$ cat src/rtl/mul_acc_pkg.sv
// Shared types and default widths for the multiply-accumulate stage.
package mul_acc_pkg;

  localparam int DEF_WIDTH     = 6;
  localparam int DEF_LEN       = 4;
  localparam int DEF_ACC_WIDTH = 14;

  typedef enum logic [1:0] {
    IDLE  = 2'd0,
    ACCUM = 2'd1,
    DRAIN = 2'd2,
    DONE  = 2'd3
  } mac_state_t;

  // The full product of two w-bit unsigned operands needs 2*w bits.
  function automatic int acc_width_min(input int w);
    return 2 * w;
  endfunction

endpackage

$ cat src/rtl/if_multiplier.sv
// Operand/product bundle between the staging logic and the multiplier.
interface if_multiplier #(
  parameter int WIDTH = 6
) ();
  logic [WIDTH-1:0]   in1;
  logic [WIDTH-1:0]   in2;
  logic [2*WIDTH-1:0] out;
  logic               overflow;

  modport mul   (input in1, input in2, output out, output overflow);
  modport stage (output in1, output in2, input out, input overflow);
endinterface

$ cat src/rtl/dadda_mul.sv
// WIDTH x WIDTH unsigned combinational multiplier behind if_multiplier.
// overflow flags a product that does not fit back into WIDTH bits.
module dadda_mul #(
  parameter int WIDTH = 6
) (
  if_multiplier.mul muif
);
  localparam int PW = 2 * WIDTH;

  assign muif.out      = PW'(muif.in1) * PW'(muif.in2);
  assign muif.overflow = |muif.out[PW-1:WIDTH];
endmodule

$ cat src/rtl/mul_acc_add.sv
// Accumulator adder: acc + addend at ACC_WIDTH+1 bits; carry is the overflow.
// MUL_ACC_SAT_EN defined  : sum clamps to all-ones on carry.
// MUL_ACC_SAT_EN undefined: sum wraps modulo 2^ACC_WIDTH.
module mul_acc_add #(
  parameter int ACC_WIDTH = 14
) (
  input  logic [ACC_WIDTH-1:0] acc,
  input  logic [ACC_WIDTH-1:0] addend,
  output logic [ACC_WIDTH-1:0] sum,
  output logic                 carry
);
  logic [ACC_WIDTH:0] full;

  assign full  = {1'b0, acc} + {1'b0, addend};
  assign carry = full[ACC_WIDTH];

`ifdef MUL_ACC_SAT_EN
  // Once clamped, further nonzero terms carry again, so the sum stays at max.
  assign sum = carry ? {ACC_WIDTH{1'b1}} : full[ACC_WIDTH-1:0];
`else
  assign sum = full[ACC_WIDTH-1:0];
`endif
endmodule

$ cat src/rtl/mul_acc_stage.sv
// Operand staging + multiply + accumulate of LEN products into one result.
// Pipeline: S1 operand regs -> multiplier -> S2 product reg -> S3 accumulator.
// Build option: MUL_ACC_SAT_EN selects a saturating accumulator (see mul_acc_add).
//
// state | meaning
// IDLE  | acc/cnt cleared, waiting for the first pair of a batch
// ACCUM | taking pairs until LEN have been accepted
// DRAIN | all pairs accepted, waiting for the last product to be added
// DONE  | result presented on out_acc/out_ovf until taken
module mul_acc_stage
  import mul_acc_pkg::*;
#(
  parameter int WIDTH     = DEF_WIDTH,
  parameter int LEN       = DEF_LEN,
  parameter int ACC_WIDTH = DEF_ACC_WIDTH
) (
  input  logic                 clk,
  input  logic                 rst,
  input  logic                 clr,
  input  logic                 in_valid,
  output logic                 in_ready,
  input  logic [WIDTH-1:0]     in_a,
  input  logic [WIDTH-1:0]     in_b,
  output logic                 out_valid,
  input  logic                 out_ready,
  output logic [ACC_WIDTH-1:0] out_acc,
  output logic                 out_ovf
);
  localparam int PROD_W = acc_width_min(WIDTH);
  localparam int CNT_W  = $clog2(LEN + 1);
  localparam logic [CNT_W-1:0] LEN_C = CNT_W'(LEN);

  mac_state_t             state, state_nxt;
  logic                   in_ready_q;
  logic [CNT_W-1:0]       cnt;
  logic [CNT_W-1:0]       cnt_inc;
  logic                   s1_valid;
  logic [WIDTH-1:0]       s1_a, s1_b;
  logic                   s2_valid;
  logic [ACC_WIDTH-1:0]   s2_prod;
  logic [ACC_WIDTH-1:0]   acc;
  logic                   ovf;
  logic [ACC_WIDTH-1:0]   add_sum;
  logic                   add_carry;
  logic                   accept;
  logic                   final_add;
  logic                   take;
  logic [PROD_W-1:0]      prod;
  logic                   unused_mul_ovf;

  if_multiplier #(.WIDTH(WIDTH)) muif ();

  dadda_mul #(.WIDTH(WIDTH)) u_mul (.muif(muif));

  assign muif.in1       = s1_a;
  assign muif.in2       = s1_b;
  assign prod           = muif.out;
  // The multiplier's own overflow has no meaning here: the full product is kept.
  assign unused_mul_ovf = muif.overflow;

  mul_acc_add #(.ACC_WIDTH(ACC_WIDTH)) u_add (
    .acc    (acc),
    .addend (s2_prod),
    .sum    (add_sum),
    .carry  (add_carry)
  );

  assign accept    = in_valid & in_ready_q;
  assign cnt_inc   = cnt + 1'b1;
  assign final_add = (state == DRAIN) & s2_valid & ~s1_valid;
  assign take      = (state == DONE) & out_ready;

  assign in_ready  = in_ready_q;
  assign out_valid = (state == DONE);
  assign out_acc   = acc;
  assign out_ovf   = ovf;

  // Next-state decode; clr overrides every handshake.
  always_comb begin
    state_nxt = state;
    case (state)
      IDLE:    if (accept) state_nxt = (cnt_inc == LEN_C) ? DRAIN : ACCUM;
      ACCUM:   if (accept && (cnt_inc == LEN_C)) state_nxt = DRAIN;
      DRAIN:   if (final_add) state_nxt = DONE;
      DONE:    if (out_ready) state_nxt = IDLE;
      default: state_nxt = IDLE;
    endcase
    if (clr) state_nxt = IDLE;
  end

  // State register; in_ready is registered from the next state so it never
  // depends combinationally on in_valid.
  always_ff @(posedge clk or posedge rst) begin
    if (rst) begin
      state      <= IDLE;
      in_ready_q <= 1'b1;
    end else begin
      state      <= state_nxt;
      in_ready_q <= (state_nxt == IDLE) || (state_nxt == ACCUM);
    end
  end

  // Term counter: accepted pairs in the current batch.
  always_ff @(posedge clk or posedge rst) begin
    if (rst)              cnt <= '0;
    else if (clr || take) cnt <= '0;
    else if (accept)      cnt <= cnt_inc;
  end

  // S1 operand and S2 product registers with their valid bits.
  always_ff @(posedge clk or posedge rst) begin
    if (rst) begin
      s1_valid <= 1'b0;
      s1_a     <= '0;
      s1_b     <= '0;
      s2_valid <= 1'b0;
      s2_prod  <= '0;
    end else if (clr) begin
      s1_valid <= 1'b0;
      s2_valid <= 1'b0;
    end else begin
      s1_valid <= accept;
      if (accept) begin
        s1_a <= in_a;
        s1_b <= in_b;
      end
      s2_valid <= s1_valid;
      if (s1_valid) s2_prod <= ACC_WIDTH'(prod);
    end
  end

  // S3 accumulator with sticky overflow; cleared on abort or result handoff.
  always_ff @(posedge clk or posedge rst) begin
    if (rst) begin
      acc <= '0;
      ovf <= 1'b0;
    end else if (clr || take) begin
      acc <= '0;
      ovf <= 1'b0;
    end else if (s2_valid) begin
      acc <= add_sum;
      ovf <= ovf | add_carry;
    end
  end

endmodule
$ cat config.mk
export PLATFORM = sky130hd
export DESIGN_NAME = mul_acc_stage
export DESIGN_NICKNAME = d
export VERILOG_FILES = /design/src/rtl/mul_acc_pkg.sv /design/src/rtl/if_multiplier.sv /design/src/rtl/dadda_mul.sv /design/src/rtl/mul_acc_add.sv /design/src/rtl/mul_acc_stage.sv
export SDC_FILE = /design/constraint.sdc
export NUM_CORES = 1
export LEC_CHECK = 0
export CELL_PAD_IN_SITES_DETAIL_PLACEMENT = 1
export CELL_PAD_IN_SITES_GLOBAL_PLACEMENT = 1
export CORE_UTILIZATION = 40
export DETAILED_ROUTE_END_ITERATION = 7
export MAX_ROUTING_LAYER = met4
export PLACE_DENSITY = 0.74
export SETUP_SLACK_MARGIN = 0.02
export SYNTH_ARGS = -nofsm -noshare
export SYNTH_HDL_FRONTEND = slang
export SYNTH_SLANG_ARGS = --single-unit
$ cat constraint.sdc
create_clock -name clk -period 8.5 [get_ports clk]
set_input_delay 1.7 -clock clk [delete_from_list [all_inputs] [get_ports clk]]
set_output_delay 1.7 -clock clk [all_outputs]
set_load 0.05 [all_outputs]
Yosys cells after proc, flatten, opt, wreduce, memory -nomap -nowiden
Cells that the tools add are included.
W data, S select, Z words.

cells by class
  eq/ne operators = 5
  multiply operators = 1
  reduce and logical (&&, ||, !) cells = 9
  bitwise gates (word level) = 7
  muxes and demuxes = 15
  $add $sub $neg = 2

operators by type and width
  cell                   number
  $mux W14               2
  $add A14 B12 Y15       1
  $mul A6 B6 Y12         1
  $mux W2                6
  $pmux W2 S4            1
  $mux W3                2
  $and A1 B1 Y1          4
  $eq A2 B1 Y1 const B   2
  $eq A2 B2 Y1 const B   2
  $logic_not A2 Y1       2
  $mux W1                4
  $reduce_and A2 Y1      2
  $reduce_bool A2 Y1     2
  $add A3 B1 Y3 const B  1
  $eq A3 B3 Y1 const B   1
  $logic_or A1 B1 Y1     2
  $not A1 Y1             2
  $logic_and A1 B1 Y1    1
  $or A1 B1 Y1           1

storage, ports and cells
  logic and storage cells = 49
  bits in registers = 47
  output and inout port bits = 17
  input port bits = 17

Depth between registers and ports, before layout
Gate-level depths: netlist (run 1).

  depth in word-level cells = 8
  gate-level depth with buffers = 14
  mapped depth without buffers = 14

Cells and area by module
Synthesis (run 1) repeated with hierarchy kept, for this count alone.

second synthesis, totals
  cells, all modules = 357
  area, all modules = 3766.1 um^2

modules (own cells, without submodules)
  module         cells each  area an instance (um^2)  times used  seq. area each (um^2)
  mul_acc_stage  135         1970.6                   1           1177.4
  dadda_mul      127         1116.1                   1           0.0
  mul_acc_add    95          679.4                    1           0.0

Worst setup path after synthesis (run 1)
OpenSTA, ideal clock, no wires.

  path kind = register to register
  start point = reg s1_b[5], in the netlist muif.in2[5]
  end point = reg s2_prod[11]
  arrival time = 3315 ps
  period minus slack after synthesis = 3407 ps
  library setup time = 92 ps
  cell stages (with the launch flop) = 13
  path buffers = 0
  slack = 5093 ps
  cell sequence = dfrtp_1 nand2_1 fa_1 fa_1 fa_1 inv_1 ha_1 nor2b_1 o21ai_2 a21boi_1 o211a_1 o21a_1 o31ai_2

between the ends
  cells in the longest elaborated chain, start to end = 1

RTL lines
  element                 RTL line              source
  from (decl)             mul_acc_stage.sv:38   logic [WIDTH-1:0] s1_a, s1_b;
  from (signal assigned)  mul_acc_stage.sv:125  s1_b <= in_b;
  $mul A6 B6 Y12          dadda_mul.sv:10       assign muif.out = PW'(muif.in1) * PW'(muif.in2);
  to (signal assigned)    mul_acc_stage.sv:128  if (s1_valid) s2_prod <= ACC_WIDTH'(prod);
  to (decl)               mul_acc_stage.sv:40   logic [ACC_WIDTH-1:0] s2_prod;

No other way between the ends.
A chain may end at the register's enable or synchronous reset.

Worst setup path after layout (run 1)
  start point = reg s1_b[4], in the netlist muif.in2[4]
  end point = reg s2_prod[11]

Same word-level chain as after synthesis.

==> results of run 1 <==
## kinds of logic (layout without fill, tap and decap cells)
logic type,Yosys count,in the layout,share of synthesized area (%)
simple gates,111,111,14.43
compound gates,77,77,15.83
fa+ha+maj,52,52,22.44
flops,47,47,33.62
buf+inv,39,75,4.466
mux,19,19,5.966
xor+xnor,13,13,3.251
## registers in the layout, indices dropped and copies added, names as in the netlist
signal	count
muif.in1	6
cnt	3
out_ovf	1
state	2
in_ready	1
out_acc	14
muif.in2	6
s1_valid	1
s2_prod	12
s2_valid	1
## per-layer routing
| layer | vias up | track usage, % | wire length, um |
|---|---|---|---|
| met5 | - | - | 0 |
| met2 | 37 | 33.99 | 3793 |
| met3 | 4 | 2.791 | 185 |
| met1 | 1331 | 23.11 | 3558 |
| met4 | 0 | 3.731 | 42 |
| li1 | 1296 | - | - |
## worst min-delay path: stages (launching register included)
cell,delay [ns]
dfrtp_1,0.36
nand2_1,0.05
o21ai_0,0.06
## stage by stage
stage | hold WS, ns | cell area, um2 | cells | worst slack (ns) | utilization (%)
after floorplan | 0.4526 | 3502 | 358 | 5.093 | -
after global placement | 0.4698 | 3935 | 491 | 4.869 | 47.18
after detailed placement | 0.4793 | 3935 | 491 | 4.830 | 47.18
after CTS | 0.5014 | 4034 | 499 | 4.844 | 48.36
after global routing | 0.5340 | 4034 | 499 | 4.645 | 48.36
final | 0.4958 | 4034 | 499 | 4.869 | 48.36
## cells in the final DEF (no fill, tap or decap), types with 2 or more instances in the layout
master / count
mux2_2: 15
and2_1: 16
a211oi_2: 3
nor2_1: 25
a21oi_2: 2
o21ai_0: 18
o21ai_1: 7
clkbuf_8: 6
a21o_1: 4
o21a_1: 3
nand2_1: 45
nand3_1: 5
nor2b_1: 2
clkdlybuf4s50_1: 33
o21bai_1: 2
a21oi_1: 10
xor2_1: 9
nand2b_1: 3
dfrtp_1: 46
a211oi_1: 5
ha_1: 34
a21boi_1: 2
a31oi_1: 6
inv_1: 32
mux2i_1: 4
nor3_1: 8
or3_1: 2
o21ai_2: 3
o31ai_1: 3
fa_1: 18
xnor2_1: 4
## cells in the mapped netlist, types with 3 or more instances
library cell | number | area (um2)
a211oi_1 | 5 | 37.54
a211oi_2 | 3 | 37.54
a21o_1 | 4 | 30.03
a21oi_1 | 10 | 50.05
a31oi_1 | 6 | 37.54
and2_1 | 16 | 100.1
dfrtp_1 | 46 | 1151
fa_1 | 18 | 360.4
ha_1 | 34 | 425.4
inv_1 | 33 | 123.9
mux2_2 | 15 | 168.9
mux2i_1 | 4 | 40.04
nand2_1 | 45 | 168.9
nand2b_1 | 3 | 18.77
nand3_1 | 5 | 25.02
nor2_1 | 25 | 93.84
nor3_1 | 8 | 40.04
o21a_1 | 3 | 22.52
o21ai_0 | 18 | 90.09
o21ai_1 | 7 | 35.03
o21ai_2 | 3 | 26.28
o31ai_1 | 3 | 22.52
xnor2_1 | 4 | 35.03
xor2_1 | 9 | 78.83
## area by class of cell
| type | instances | area share [%] |
|---|---|---|
| Clock buffer | 6 | 2.047 |
| Clock inverter | 2 | 0.4032 |
| Inverter | 34 | 3.164 |
| Multi-Input combinational cell | 272 | 53.75 |
| Sequential cell | 47 | 29.19 |
| Tap cell | 105 | 3.257 |
| Timing Repair Buffer | 33 | 8.189 |
## path summary, 6_finish.rpt
check / startpoint / endpoint
min in group asynchronous: rst / cnt[1]
max: muif.in2[4] / s2_prod[11]
max in group asynchronous: rst / s2_prod[4]
max reg2reg: muif.in2[4] / s2_prod[11]
min reg2reg: s2_prod[6] / s2_prod[6]
min: s2_prod[6] / s2_prod[6]
## power breakdown
part	switching, uW	internal (uW)	total, uW
clock network	80.2	66.6	147
registers	46.9	266	313
logic	345	271	616
total	472	604	1080
==> flow_metrics.env, run 1 <==
export IMPL_path_cells="nand2_1 > fa_1 > fa_1 > fa_1 > inv_1 > ha_1 > nor2b_1 > o21ai_2 > a21boi_1 > o211a_1 > o21a_1 > o31ai_2"
export IMPL_cts_root_buf="clkbuf_8"
export IMPL_seqCellArea_um2=1177
export IMPL_avgSynthCellArea_um2=9.782
export IMPL_p_leak_uw=0.001898
export IMPL_slew_violations=0
export IMPL_worstSetupEndpointType="flop"
export IMPL_hold_violations=0
export IMPL_hpwl_um=6043
export IMPL_path_clk_slew_ns=0.10
export IMPL_drc=0
export IMPL_hold_buffers=0
export IMPL_core_area_um2=8341
export IMPL_maxSlewHeadroom_pct=34.45
export IMPL_gp_congestion=0.7709
export IMPL_grt_max_degree=48
export IMPL_r2r_slack_ns=4.87
export IMPL_setup_violations=0
export IMPL_hold_path_class="reg -> reg"
export IMPL_start_kind="flop"
export IMPL_path_delay_family="adder cells"
export IMPL_portBuffers=33
export IMPL_worstPathRequired_ns=8.72
export IMPL_fin_worst_skew_ns=0.01060
export IMPL_drt_pass1_iterations=4
export IMPL_synth_seq_cells=47
export IMPL_path_class="reg -> reg"
export IMPL_area_growth_pct=15.18
export IMPL_grt_pass1_vias=2818
export IMPL_multi_input_area_um2=2168
export IMPL_grt_pass1_wl_um=13230
export IMPL_clock_latency_ns=0.30
export IMPL_slowest_stage="fa_1"
export IMPL_clk_path_buf_depth=2
export IMPL_max_cap_viol_count=0
export IMPL_ir_worst_vdd_uv=104.7
export IMPL_synth_fp_nets=427
export IMPL_path_depth=12
export IMPL_clock_sinks=47
export IMPL_num_rows=33
export IMPL_num_io_pins=34
export IMPL_slowest_delay_ns=0.55
export IMPL_dr_first_iter_drc_count=84
export IMPL_drt_total_wl_um=7579
export IMPL_antennaDiodeCount=0
export IMPL_post_cts_buffers=0
export IMPL_cts_max_level=2
export IMPL_period_needed_ns=3.631
export IMPL_rsz0062_at_grt="no"
export IMPL_die_height_um=95.57
export IMPL_ant_nets=0
export IMPL_synth_main_ff_cell="dfrtp_1"
export IMPL_drive_above_1_share_pct=10.41
export IMPL_fin_crit_sh_pct=42.72
export IMPL_syn_inst=358
export IMPL_critPathMaxFanout=7
export IMPL_cts_buffers=5
export IMPL_power_uw=1076
export IMPL_wl_per_cell_um=15.19
export IMPL_via_per_inst=5.347
export IMPL_syn_area_um2=3502
export IMPL_arrival_ns=3.85
export IMPL_path_buf_inv=1
export IMPL_antenna_found_initial=0
export IMPL_synth_edf_count=0
export IMPL_power_density_nw_per_um2=266.7
export IMPL_nets=462
export IMPL_die_w_um=95.57
export IMPL_max_freq_ghz=0.2754
export IMPL_grt_remaining_overflow=0
export IMPL_start_util_pct=41.99
export IMPL_vias=2668
export IMPL_reg2regPathDepth=12
export IMPL_status="complete, no violations"
export IMPL_ys_types=49
export IMPL_yosys_warnings=0
export IMPL_ys_async_sr_fraction_pct=100.0
export IMPL_worst_slew_pin_slew_ns=0.9819
export IMPL_cts_resized=0
export IMPL_n_fill_cell=962
export IMPL_synth_seq_area_share_pct=33.62
export IMPL_cts_tree="done"
export IMPL_cpMostUsedCell="fa_1"
export IMPL_fin_setup_tns_ns=0
export IMPL_die_area_um2=9134
export IMPL_min_path_cells=2
export IMPL_grtUsageTotal_pct=19.13
(Power assumes the default switching activity.)
==> run 2: changes to the inputs <==
clock period = 3.7 ns   (was 8.5 ns; I/O delays follow)
==> flow_metrics.env, run 2 (synthesis gave the netlist of run 1 again) <==
export IMPL_status="complete, no violations"
export IMPL_worstSetupStartpoint="muif.in1[3]"
export IMPL_worstPathRequired_ns=3.91
export IMPL_via_per_inst=5.234
export IMPL_ir_worst_vdd_uv=274.8
export IMPL_drt_pass1_iterations=4
export IMPL_critPathMaxFanout=6
export IMPL_num_rows=33
export IMPL_hpwl_um=6163
export IMPL_min_from="s2_prod[5]"
export IMPL_cts_tree="done"
export IMPL_r2r_end="s2_prod[11]"
export IMPL_path_cells="nand2_1 > fa_1 > fa_1 > fa_1 > inv_1 > ha_4 > nor2b_2 > o21ai_2 > a21boi_2 > o211a_1 > o21a_1 > o31ai_2"
export IMPL_die_area_um2=9134
export IMPL_fin_setup_tns_ns=0
export IMPL_path_class="reg -> reg"
export IMPL_antennaDiodeCount=0
export IMPL_crit_end="s2_prod[11]"
export IMPL_clock_sinks=47
export IMPL_antenna_found_initial=0
export IMPL_path_clk_slew_ns=0.09
export IMPL_grt_pass1_wl_um=13510
export IMPL_wl_per_cell_um=15.34
export IMPL_ant_nets=0
export IMPL_drc=0
export IMPL_dr_first_iter_drc_count=55
export IMPL_n_fill_cell=954
export IMPL_hold_path_class="reg -> reg"
export IMPL_clk_path_buf_depth=2
export IMPL_die_w_um=95.57
export IMPL_slew_violations=0
export IMPL_drt_total_wl_um=7808
export IMPL_clock_latency_ns=0.30
export IMPL_maxSlewHeadroom_pct=34.34
export IMPL_gp_congestion=0.7825
export IMPL_hold_buffers=0
export IMPL_post_place_ws_ns=0.08688
export IMPL_arrival_ns=3.74
export IMPL_largest_reg_flops=14
export IMPL_fin_worst_skew_ns=0.01226
export IMPL_crit_reg2reg_launch="muif.in1[3]"
export IMPL_area_growth_pct=19.47
export IMPL_num_io_pins=34
export IMPL_drive_above_1_share_pct=16.34
export IMPL_power_density_nw_per_um2=649.8
export IMPL_rsz0062_at_grt="yes"
export IMPL_grt_remaining_overflow=0
export IMPL_vias=2664
export IMPL_cpMostUsedCell="fa_1"
export IMPL_max_freq_ghz=0.2838
export IMPL_grt_max_degree=48
export IMPL_final_common_cell="nand2_1"
export IMPL_p_leak_uw=0.001958
export IMPL_hold_violations=0
export IMPL_r2r_slack_ns=0.18
export IMPL_fin_crit_sh_pct=95.24
export IMPL_max_cap_viol_count=0
export IMPL_die_height_um=95.57
export IMPL_start_util_pct=41.99
export IMPL_cts_max_level=2
export IMPL_final_cell_mix="44 x nand2_1, 37 x dfrtp_1, 33 x ha_1, 33 x clkdlybuf4s50_1, 31 x inv_1"
export IMPL_period_needed_ns=3.524
export IMPL_cts_root_buf="clkbuf_8"
export IMPL_nets=472
export IMPL_grtUsageTotal_pct=19.52
export IMPL_slowest_stage="fa_1"
export IMPL_setup_violations=0
export IMPL_slowest_delay_ns=0.55
export IMPL_start_kind="flop"
export IMPL_grt_pass1_vias=2877
export IMPL_whs_ns=0.4991
export IMPL_cts_buffers=5
export IMPL_core_area_um2=8341
export IMPL_worstSetupEndpointType="flop"
export IMPL_layout_setup_ws_ns=0.1760
export IMPL_reg2regPathDepth=12
export IMPL_worst_slew_pin_slew_ns=0.9835
export IMPL_portBuffers=33
[run 2: area by class of cell]
class	count	area, um2	area share [%]
Sequential cell	47	1189	28.41
Tap cell	105	131.4	3.140
Clock buffer	6	72.57	1.734
Timing Repair Buffer	43	405.4	9.689
Clock inverter	2	60.06	1.435
Inverter	34	127.6	3.050
Multi-Input combinational cell	272	2198	52.54
[run 2: what timing repair did]
item / in CTS / in global routing
setup buffers: 0 / 5
gates resized for setup: 0 / 16
endpoints found under the setup margin: 0 / 4
[run 2: metal layers]
| metal | up-vias | track usage, % | wire (um) |
|---|---|---|---|
| li1 | 1320 | - | - |
| met3 | 3 | 3.030 | 153 |
| met5 | - | - | 0 |
| met1 | 1310 | 23.39 | 3661 |
| met4 | 0 | 2.736 | 19 |
| met2 | 31 | 35.30 | 3975 |
[run 2: power breakdown]
part,internal [uW],switching [uW]
combinational,700,853
clock,270,178
sequential,616,102
[run 2: through the flow]
stage                     utilization (%)  instances  power, uW  cell area [um2]
final                               50.17        509       2719             4184
after global routing                50.17        509       3007             4184
after CTS                           49.22        504       2648             4105
after detailed placement            47.63        496       2181             3973
after global placement              47.63        496       2121             3973
after floorplan                         -        358       1817             3502
[run 2: worst max-delay path, delay by kind of cell, from the launching register on]
family	cells	cell delay (ns)
adders and majority gates	4	1.83
AOI/OAI and AO/OA	5	0.88
DFF	1	0.41
and+or+nand+nor	2	0.27
buffers and inverters	1	0.07
[run 2: worst min-delay path by stage]
stage,cells after the start,slack [ns],to
2_1_floorplan,2,0.45,s2_prod[7]
3_3_place_gp,2,0.47,s2_prod[6]
3_5_place_dp,2,0.48,s2_prod[6]
4_1_cts,2,0.50,s2_prod[4]
5_1_grt,2,0.53,s2_prod[4]
6_report,2,0.50,s2_prod[5]
==> run 3: changes to the inputs <==
CAP_MARGIN = 20   (was unset)
CELL_PAD_IN_SITES_GLOBAL_PLACEMENT = 2   (was 1)
CORE_UTILIZATION = 37   (was 40)
PLACE_DENSITY = 0.81   (was 0.74)
==> flow_metrics.env, run 3 (synthesis gave the netlist of run 1 again) <==
export IMPL_worstSetupEndpointType="flop"
export IMPL_antennaDiodeCount=0
export IMPL_drive_above_1_share_pct=17.24
export IMPL_cts_root_buf="clkbuf_8"
export IMPL_vias=2685
export IMPL_final_common_cell="nand2_1"
export IMPL_status="complete, no violations"
export IMPL_max_cap_viol_count=0
export IMPL_p_leak_uw=0.001953
export IMPL_setup_violations=0
export IMPL_clock_sinks=47
export IMPL_slowest_stage="fa_1"
export IMPL_nets=474
export IMPL_whs_ns=0.4977
export IMPL_ir_worst_vdd_uv=196.3
export IMPL_comb_power_share_pct=59.6
export IMPL_r2r_slack_ns=0.18
export IMPL_path_cells="and2_1 > fa_1 > ha_1 > fa_1 > ha_1 > a21o_1 > a21oi_1 > o21ai_0 > a31oi_1 > xor2_1 > o21ai_0"
export IMPL_hold_violations=0
export IMPL_worst_slew_pin_slew_ns=0.8016
export IMPL_critPathMaxFanout=6
export IMPL_power_density_nw_per_um2=617.2
export IMPL_grt_remaining_overflow=0
export IMPL_drt_total_wl_um=7926
export IMPL_clkPwrFrac_pct=12.5
export IMPL_dr_first_iter_drc_count=27
export IMPL_drt_pass1_iterations=4
export IMPL_start_kind="flop"
export IMPL_start_util_pct=38.08
export IMPL_hold_buffers=0
export IMPL_fin_crit_sh_pct=95.06
export IMPL_fin_util_pct=45.47
export IMPL_n_fill_cell=1056
export IMPL_rsz0062_at_grt="no"
export IMPL_slew_violations=0
export IMPL_final_cell_mix="42 x nand2_1, 37 x dfrtp_1, 33 x clkdlybuf4s50_1"
export IMPL_layout_setup_ws_ns=0.1828
export IMPL_core_area_um2=9196
export IMPL_wl_per_cell_um=15.33
export IMPL_drc=0
export IMPL_p_int_uw=1445
export IMPL_area_growth_pct=19.40
export IMPL_path_class="reg -> reg"
export IMPL_cts_buffers=5
export IMPL_grt_pass1_vias=2857
export IMPL_antenna_found_initial=0
export IMPL_hold_path_class="reg -> reg"
export IMPL_die_height_um=99.29
export IMPL_post_place_ws_ns=0.07822
export IMPL_power_switching_uw=1136
export IMPL_clock_latency_ns=0.31
export IMPL_via_per_inst=5.193
export IMPL_worstPathRequired_ns=3.85
export IMPL_switching_share_pct=44.00
export IMPL_fin_worst_skew_ns=0.01323
export IMPL_path_delay_family="adder cells"
export IMPL_cts_tree="done"
export IMPL_arrival_ns=3.67
export IMPL_path_buf_inv=0
export IMPL_cts_max_level=2
export IMPL_clk_path_buf_depth=2
export IMPL_gp_congestion=0.8297
export IMPL_grtUsageTotal_pct=17.99
export IMPL_hpwl_um=6240
export IMPL_die_area_um2=9859
export IMPL_max_freq_ghz=0.2843
export IMPL_largest_reg_flops=14
export IMPL_path_clk_slew_ns=0.10
export IMPL_portBuffers=33
export IMPL_ant_nets=0
export IMPL_fin_setup_tns_ns=0
export IMPL_die_w_um=99.29
export IMPL_power_frac_seq_pct=27.9
export IMPL_slowest_delay_ns=0.52
export IMPL_period_needed_ns=3.517
export IMPL_num_io_pins=34
export IMPL_grt_max_degree=48
export IMPL_num_rows=35
export IMPL_grt_pass1_wl_um=13630
export IMPL_maxSlewHeadroom_pct=46.56
-- run 3: final timing paths --
path	endpoint	startpoint	cells after the start
setup / recovery	s2_prod[10]	muif.in1[2]	11
hold / removal	s2_prod[4]	s2_prod[4]	2
setup reg to reg	s2_prod[10]	muif.in1[2]	11
hold reg to reg	s2_prod[4]	s2_prod[4]	2
max in group asynchronous	s2_prod[8]	rst	3
min in group asynchronous	cnt[1]	rst	2
-- run 3: repair_timing --
action | in CTS | in global routing
setup endpoints to repair | 0 | 4
gates resized for setup | 0 | 17
endpoints found under the hold margin | 0 | 0
setup buffers | 0 | 6
-- run 3: power by group through the flow --
stage                     Clock [uW]  Combinational [uW]  Sequential (uW)
after floorplan                    0                1100              720
after global placement             0                1420              725
after detailed placement           0                1470              729
after CTS                        344                1480              719
after global routing             362                1770              737
final                            324                1540              719
-- run 3: final cells by class --
cell class                      count  area, um2  share of cell area, %
Timing Repair Buffer               45      432.9                  10.35
Multi-Input combinational cell    272       2202                  52.66
Sequential cell                    47       1189                  28.43
Tap cell                          111      138.9                  3.321
Clock inverter                      3      22.52                 0.5386
Clock buffer                        5      68.82                  1.646
Inverter                           34      127.6                  3.052
-- run 3: worst min-delay path: cells and delay by family, from the launching register on --
| kind | cells | cell delay, ns |
|---|---|---|
| compound gates | 1 | 0.06 |
| simple gates | 1 | 0.05 |
| flops | 1 | 0.36 |
-- run 3: per-stage QoR --
step / power (uW) / instances / instance area [um2]
6_report: 2581 / 517 / 4182
5_1_grt: 2872 / 517 / 4182
3_5_place_dp: 2195 / 502 / 3980
3_3_place_gp: 2142 / 502 / 3980
4_1_cts: 2542 / 510 / 4071
2_1_floorplan: 1817 / 358 / 3502
-- run 3: layer usage --
| metal | global-route usage, % | wire (um) | vias up |
|---|---|---|---|
| li1 | - | - | 1318 |
| met5 | - | 0 | - |
| met4 | 4.525 | 122 | 0 |
| met2 | 32.05 | 4004 | 36 |
| met1 | 21.41 | 3647 | 1320 |
| met3 | 2.530 | 152 | 11 |
